===== config.mk =====
export PLATFORM = sky130hd
export DESIGN_NAME = ikbd_matrix_scan
export DESIGN_NICKNAME = d
export VERILOG_FILES = /design/src/rtl/ikbd_pkg.sv /design/src/rtl/ikbd_evfifo.sv /design/src/rtl/ikbd_matrix_scan.sv
export SDC_FILE = /design/constraint.sdc
export NUM_CORES = 1
export LEC_CHECK = 0
export BUFFER_PORTS_ARGS = -buffer_cell sky130_fd_sc_hd__buf_2
export CAP_MARGIN = 40
export CORE_UTILIZATION = 25
export DETAILED_ROUTE_END_ITERATION = 7
export PLACE_DENSITY = 0.49
export SLEW_MARGIN = 10
export SYNTH_ARGS = -nofsm -noshare
export SYNTH_HDL_FRONTEND = slang
export SYNTH_SLANG_ARGS = --single-unit

===== constraint.sdc =====
create_clock -name clk -period 6.2 [get_ports clk]
set_clock_uncertainty 0.05 [all_clocks]
set_input_delay 0 -clock clk [delete_from_list [all_inputs] [get_ports clk]]
set_output_delay 0 -clock clk [all_outputs]
set_load 0.05 [all_outputs]

===== src/rtl/ikbd_pkg.sv =====
// Shared definitions for the IKBD keyboard matrix scanner: FSM encoding,
// make/break event encoding and a constant-safe ceil(log2) helper.
package ikbd_pkg;

  localparam logic [1:0] ST_IDLE    = 2'd0;
  localparam logic [1:0] ST_LATCH   = 2'd1;
  localparam logic [1:0] ST_WALK    = 2'd2;
  localparam logic [1:0] ST_ADVANCE = 2'd3;

  localparam logic EV_MAKE  = 1'b0;
  localparam logic EV_BREAK = 1'b1;

  // Never returns 0 so derived vector widths stay legal for tiny parameters.
  function automatic int clog2(input int value);
    int r;
    r = 0;
    while ((1 << r) < value) r++;
    return (r < 1) ? 1 : r;
  endfunction

endpackage


===== src/rtl/ikbd_evfifo.sv =====
// First-word-fall-through event FIFO; a push into a full FIFO is accepted
// only when a pop frees a slot on the same cycle.
module ikbd_evfifo
  import ikbd_pkg::*;
#(
  parameter int DEPTH = 8,
  parameter int W     = 8,
  localparam int AW    = clog2(DEPTH),
  localparam int CNT_W = clog2(DEPTH + 1)
) (
  input  logic             clk,
  input  logic             res,
  input  logic             push_i,
  input  logic [W-1:0]     data_i,
  output logic             full_o,
  input  logic             pop_i,
  output logic [W-1:0]     data_o,
  output logic             empty_o,
  output logic [CNT_W-1:0] count_o
);

  logic [W-1:0]     mem_q [DEPTH];
  logic [AW-1:0]    wr_q, wr_d;
  logic [AW-1:0]    rd_q, rd_d;
  logic [CNT_W-1:0] cnt_q, cnt_d;
  logic             do_push;
  logic             do_pop;

  assign empty_o = (cnt_q == '0);
  assign full_o  = (cnt_q == CNT_W'(DEPTH));
  assign do_pop  = pop_i & ~empty_o;
  assign do_push = push_i & (~full_o | do_pop);
  assign data_o  = mem_q[rd_q];
  assign count_o = cnt_q;

  // DEPTH is a power of two, so the pointers wrap by plain overflow.
  always_comb begin
    wr_d  = wr_q;
    rd_d  = rd_q;
    cnt_d = cnt_q;
    if (do_push) wr_d = wr_q + AW'(1);
    if (do_pop)  rd_d = rd_q + AW'(1);
    if (do_push && !do_pop)      cnt_d = cnt_q + CNT_W'(1);
    else if (do_pop && !do_push) cnt_d = cnt_q - CNT_W'(1);
  end

  always_ff @(posedge clk or negedge res) begin
    if (!res) begin
      wr_q  <= '0;
      rd_q  <= '0;
      cnt_q <= '0;
    end else begin
      wr_q  <= wr_d;
      rd_q  <= rd_d;
      cnt_q <= cnt_d;
    end
  end

  always_ff @(posedge clk) begin
    if (do_push) mem_q[wr_q] <= data_i;
  end

endmodule


===== src/rtl/ikbd_matrix_scan.sv =====
// Keyboard matrix scanner: drives one row low per scan_tick, walks its
// columns one per cycle, debounces every key and queues make/break events.
module ikbd_matrix_scan
  import ikbd_pkg::*;
#(
  parameter int ROWS  = 8,
  parameter int COLS  = 16,
  parameter int DEB   = 3,
  parameter int DEPTH = 8,
  localparam int CODE_W = clog2(ROWS * COLS),
  localparam int CNT_W  = clog2(DEPTH + 1)
) (
  input  logic              clk,
  input  logic              res,
  input  logic              scan_tick,
  output logic [ROWS-1:0]   row_o,
  input  logic [COLS-1:0]   col_i,
  output logic              ev_valid,
  input  logic              ev_ready,
  output logic [CODE_W-1:0] ev_code,
  output logic              ev_break,
  output logic [CNT_W-1:0]  ev_count,
  output logic              ev_overflow,
  input  logic              ovf_clr
);

  localparam int NKEYS = ROWS * COLS;
  localparam int RW    = clog2(ROWS);
  localparam int CW    = clog2(COLS);
  localparam int DW    = clog2(DEB + 1);

  logic [1:0]               state_q, state_d;
  logic [RW-1:0]            row_q, row_d;
  logic [CW-1:0]            col_idx_q, col_idx_d;
  logic [COLS-1:0]          col_q, col_d;
  logic [ROWS-1:0]          row_drv_q, row_drv_d;
  logic [NKEYS-1:0]         stable_q;
  logic [NKEYS-1:0][DW-1:0] cnt_q;
  logic                     ovf_q, ovf_d;

  logic [CODE_W-1:0]        key_idx;
  logic                     walk;
  logic                     raw;
  logic                     differ;
  logic                     flip;
  logic [DW-1:0]            cnt_d;
  logic                     fifo_full;
  logic                     fifo_empty;
  logic [CODE_W:0]          fifo_head;
  logic                     pop_now;

  always_comb begin
    state_d   = state_q;
    row_d     = row_q;
    col_idx_d = col_idx_q;
    col_d     = col_q;
    row_drv_d = row_drv_q;
    case (state_q)
      ST_IDLE: begin
        if (scan_tick) state_d = ST_LATCH;
      end
      ST_LATCH: begin
        col_d     = col_i;
        col_idx_d = '0;
        state_d   = ST_WALK;
      end
      ST_WALK: begin
        if (col_idx_q == CW'(COLS - 1)) state_d = ST_ADVANCE;
        else                            col_idx_d = col_idx_q + CW'(1);
      end
      ST_ADVANCE: begin
        row_d     = (row_q == RW'(ROWS - 1)) ? '0 : row_q + RW'(1);
        row_drv_d = ~(ROWS'(1) << row_d);
        state_d   = ST_IDLE;
      end
      default: state_d = ST_IDLE;
    endcase
  end

  always_ff @(posedge clk or negedge res) begin
    if (!res) begin
      state_q   <= ST_IDLE;
      row_q     <= '0;
      col_idx_q <= '0;
      col_q     <= '1;
      row_drv_q <= ~ROWS'(1);
    end else begin
      state_q   <= state_d;
      row_q     <= row_d;
      col_idx_q <= col_idx_d;
      col_q     <= col_d;
      row_drv_q <= row_drv_d;
    end
  end

  assign row_o = row_drv_q;

  // Debounce: a key flips only after DEB consecutive samples disagree with it.
  assign walk    = (state_q == ST_WALK);
  assign key_idx = CODE_W'(int'(row_q) * COLS + int'(col_idx_q));
  assign raw     = ~col_q[col_idx_q];
  assign differ  = (raw != stable_q[key_idx]);
  assign flip    = walk & differ & (cnt_q[key_idx] == DW'(DEB - 1));

  always_comb begin
    cnt_d = '0;
    if (differ && !flip) cnt_d = cnt_q[key_idx] + DW'(1);
  end

  // A dropped event still commits the new stable state; nothing retries it.
  always_ff @(posedge clk or negedge res) begin
    if (!res) begin
      stable_q <= '0;
      cnt_q    <= '0;
    end else if (walk) begin
      cnt_q[key_idx] <= cnt_d;
      if (flip) stable_q[key_idx] <= raw;
    end
  end

  assign pop_now = ev_ready & ~fifo_empty;
  assign ovf_d   = (flip & fifo_full & ~pop_now) | (ovf_q & ~ovf_clr);

  always_ff @(posedge clk or negedge res) begin
    if (!res) ovf_q <= 1'b0;
    else      ovf_q <= ovf_d;
  end

  ikbd_evfifo #(
    .DEPTH (DEPTH),
    .W     (CODE_W + 1)
  ) u_evfifo (
    .clk     (clk),
    .res     (res),
    .push_i  (flip),
    .data_i  ({key_idx, (raw ? EV_MAKE : EV_BREAK)}),
    .full_o  (fifo_full),
    .pop_i   (ev_ready),
    .data_o  (fifo_head),
    .empty_o (fifo_empty),
    .count_o (ev_count)
  );

  assign ev_valid    = ~fifo_empty;
  assign ev_code     = fifo_head[CODE_W:1];
  assign ev_break    = fifo_head[0];
  assign ev_overflow = ovf_q;

endmodule


==> reports/summary.txt <==
DP Wirelength: 47.9 mm
Hold Crit Class: in -> async
Yosys reg bits: 492
All-Layer GR Usage: 16.1%
Final setup viols: 0
Crit-path max FO: 53
Pin count of the biggest net entering global routing: 131
Crit path buffers/inverters: 2
Commonest register cell after synthesis: dfrtp_1
Failing checks: hold timing
Leakage power: 10.3 nW
Die X: 307 um
Fmax: 0.181 GHz
Seq/Total Area, Yosys: 54.5%
Max_slew headroom: 33.4%
CP top delay family: simple AND/OR/NAND/NOR gates
DR vias: 18453
Pins Over Slew Limit: 0
Final hold viol count: 10
Critical path endpoint category: flop
RSZ-0062 raised after global routing: false
Yosys synthesis warning count: 0
Critical path startpoint category: flop
P&R area growth vs syn: 18.2%
I/O pin total: 43
Postcts setup bufs: 0
Least-Margin Pin Slew: 0.996 ns
Core Footprint: 91900 um^2
Overall Power: 12.6 mW
Grt total ovfl: 0
Routed wire length: 76.3 mm
Power density over cell area: 457 nW/um^2
Antenna Cells: 0
Max VDD drop: 381 uV
ANT nets after route: 0
Synthesized Nets: 2248
Via density: 5.20
WS Path Type: reg -> reg
Routed len/inst: 21.5 um
Design Area, Final: 27500 um^2
CTS resizes: 0
RePlAce Congestion: 0.823
Synth top area cells: dfrtp_1 44%, o21ai_0 8.5%, edfxtp_1 8.3%, mux4_2 7.2%, nand2_1 7.1%
# DRC: 0
Starting Density: 25.3%
Top cells by count, synth: 437 x nand2_1, 405 x dfrtp_1, 393 x o21ai_0
Synth async-reset ratio: 87.0%
Min Tclk post-route: 5.51 ns
Most common cell in the netlist: nand2_1
Num Clock Sinks: 492
Dominant cell type by area after synthesis: dfrtp_1
Number of CTS-inserted buffers: 54
Top-area cell type share of the netlist area: 43.6%
Layout cells sized above 1: 18.0%
Placed cells: 3429
Avg Inst Size Synth: 10.5 um^2
CP max-delay cell: dfrtp_4
Port Buffers: 42
Skew-Pair Late Insertion Delay: 0.64 ns
Status: complete, but fails checks
Number of global-route vias before repair: 18524
Die Area: 94200 um^2
Row cnt: 111
Post-synth EDFFs: 64
Initial DRC Count: 2046
Reg clk slew, reported paths: 0.06 ns
H-Tree Depth: 2
First-pass GRT wire length: 117 mm
Hold slack final: -0.0421 ns
Cells after Synth: 2209
Placed Area: 25300 um^2
CTS Root Cell: clkbuf_16
Fin Setup TNS: 0 ns
Arrival time at the worst endpoint: 5.91 ns
Final Non-Filler Cells: 3549
# hold bufs at CTS: 21
Die height: 307 um
Required @ worst endpoint: 6.60 ns
TritonCTS clock tree: built
Netlist Area Pre-Place: 23200 um^2
Clock buffer depth: 3
Nets: 2302
CP Cell Sequence: buf_4, nor2b_1, a221o_1, a21oi_1, mux4_2, mux2_2, mux2i_1, ha_1, and2_1, buf_4, nand3_1, o21ai_0, o21ai_0
Max-Cap Viols: 0
Initial antenna violation count: 0
Fin crit share: 88.9%
Max incr delay on CP: 0.98 ns
Drt first pass iters: 6
Synth cell types: 63
## per-stage QoR
step	utilization [%]	hold WS (ns)	worst slack [ns]
finish	29.9	-0.0421	0.689
global route	29.9	0.0297	0.446
CTS	29.9	0.0262	0.760
detailed placement	27.6	0.110	0.769
global placement	27.2	0.104	0.742
floorplan	-	-0.346	0.381
## cell type report
class | instances | area (um^2)
multi-input cells | 1538 | 9860
clock inverters | 19 | 295
well taps | 1243 | 1560
fillers | 9448 | 64400
flip-flops and latches | 492 | 12700
inverters | 12 | 45.0
repair buffers | 165 | 1410
clock buffers | 80 | 1660
## power breakdown
part	switching, mW	leakage (nW)	internal [mW]
sequential	0.470	5.83	3.74
combinational	3.47	3.52	1.41
clock	1.38	0.969	2.10
## worst reg2reg max path, cell delays in order, from the launching register on
cell	delay, ns
dfrtp_4	0.98
buf_4	0.50
nor2b_1	0.56
a221o_1	0.25
a21oi_1	0.08
mux4_2	0.52
mux2_2	0.29
mux2i_1	0.17
ha_1	0.21
and2_1	0.16
buf_4	0.27
nand3_1	0.73
o21ai_0	0.43
o21ai_0	0.14
## placed cells by master, fill, tap and decap left out, types with 11 or more instances in the layout
master and count:
dfstp_2 23, a221oi_1 27, dfrtp_1 402, nand2_1 436, clkinv_2 11, o31ai_1 128, clkbuf_16 56, nand3_1 24
mux4_2 74, a22oi_1 27, clkbuf_8 16, dlygate4sd3_1 21, ha_1 17, o21ai_0 393, mux2i_1 12, nor2_1 50
edfxtp_1 64, mux2_2 59, buf_2 41, buf_4 86, a21oi_1 148
## path summary, 6_finish.rpt
path / from / end / slack (ns) / cells after the start
setup / recovery: col_idx_q[2] / stable_q[5] / 0.69 / 13
hold reg to reg: cnt_q[140] / cnt_q[140] / 0.42 / 2
min in group clk: col_i[9] / col_q[9] / 0.09 / 3
hold / removal: res / cnt_q[159] / -0.04 / 2
setup reg to reg: col_idx_q[2] / stable_q[5] / 0.69 / 13
max in group asynchronous: res / row_o[2] / 4.62 / 4
## per-layer routing
| metal | routed length (um) | global-route usage [%] | vias up |
|---|---|---|---|
| met1 | 33100 | 21.7 | 9376 |
| li1 | - | - | 8235 |
| met3 | 4820 | 2.21 | 137 |
| met5 | 0 | 0 | - |
| met4 | 1900 | 4.65 | 0 |
| met2 | 36400 | 26.7 | 705 |
## logic make-up after synthesis
family	Yosys count	share of synthesized area (%)
AOI/OAI and AO/OA	791	20.0
DFF	492	54.5
and+or+nand+nor	574	10.1
xor gates and xnor gates	10	0.409
adders and majority gates	18	1.00
muxes	145	10.5
buffers and inverters	179	3.50
## registers in the layout, summed over array words and instances, names as in the netlist
signal	flops
cnt_q	256
col_idx_q	4
col_q	16
ev_overflow	1
row_o	8
row_q	3
stable_q	128
state_q	2
u_evfifo.count_o	4
u_evfifo.mem_q	64
u_evfifo.rd_q	3
u_evfifo.wr_q	3
Note: power is estimated with default switching activity, not from simulation.
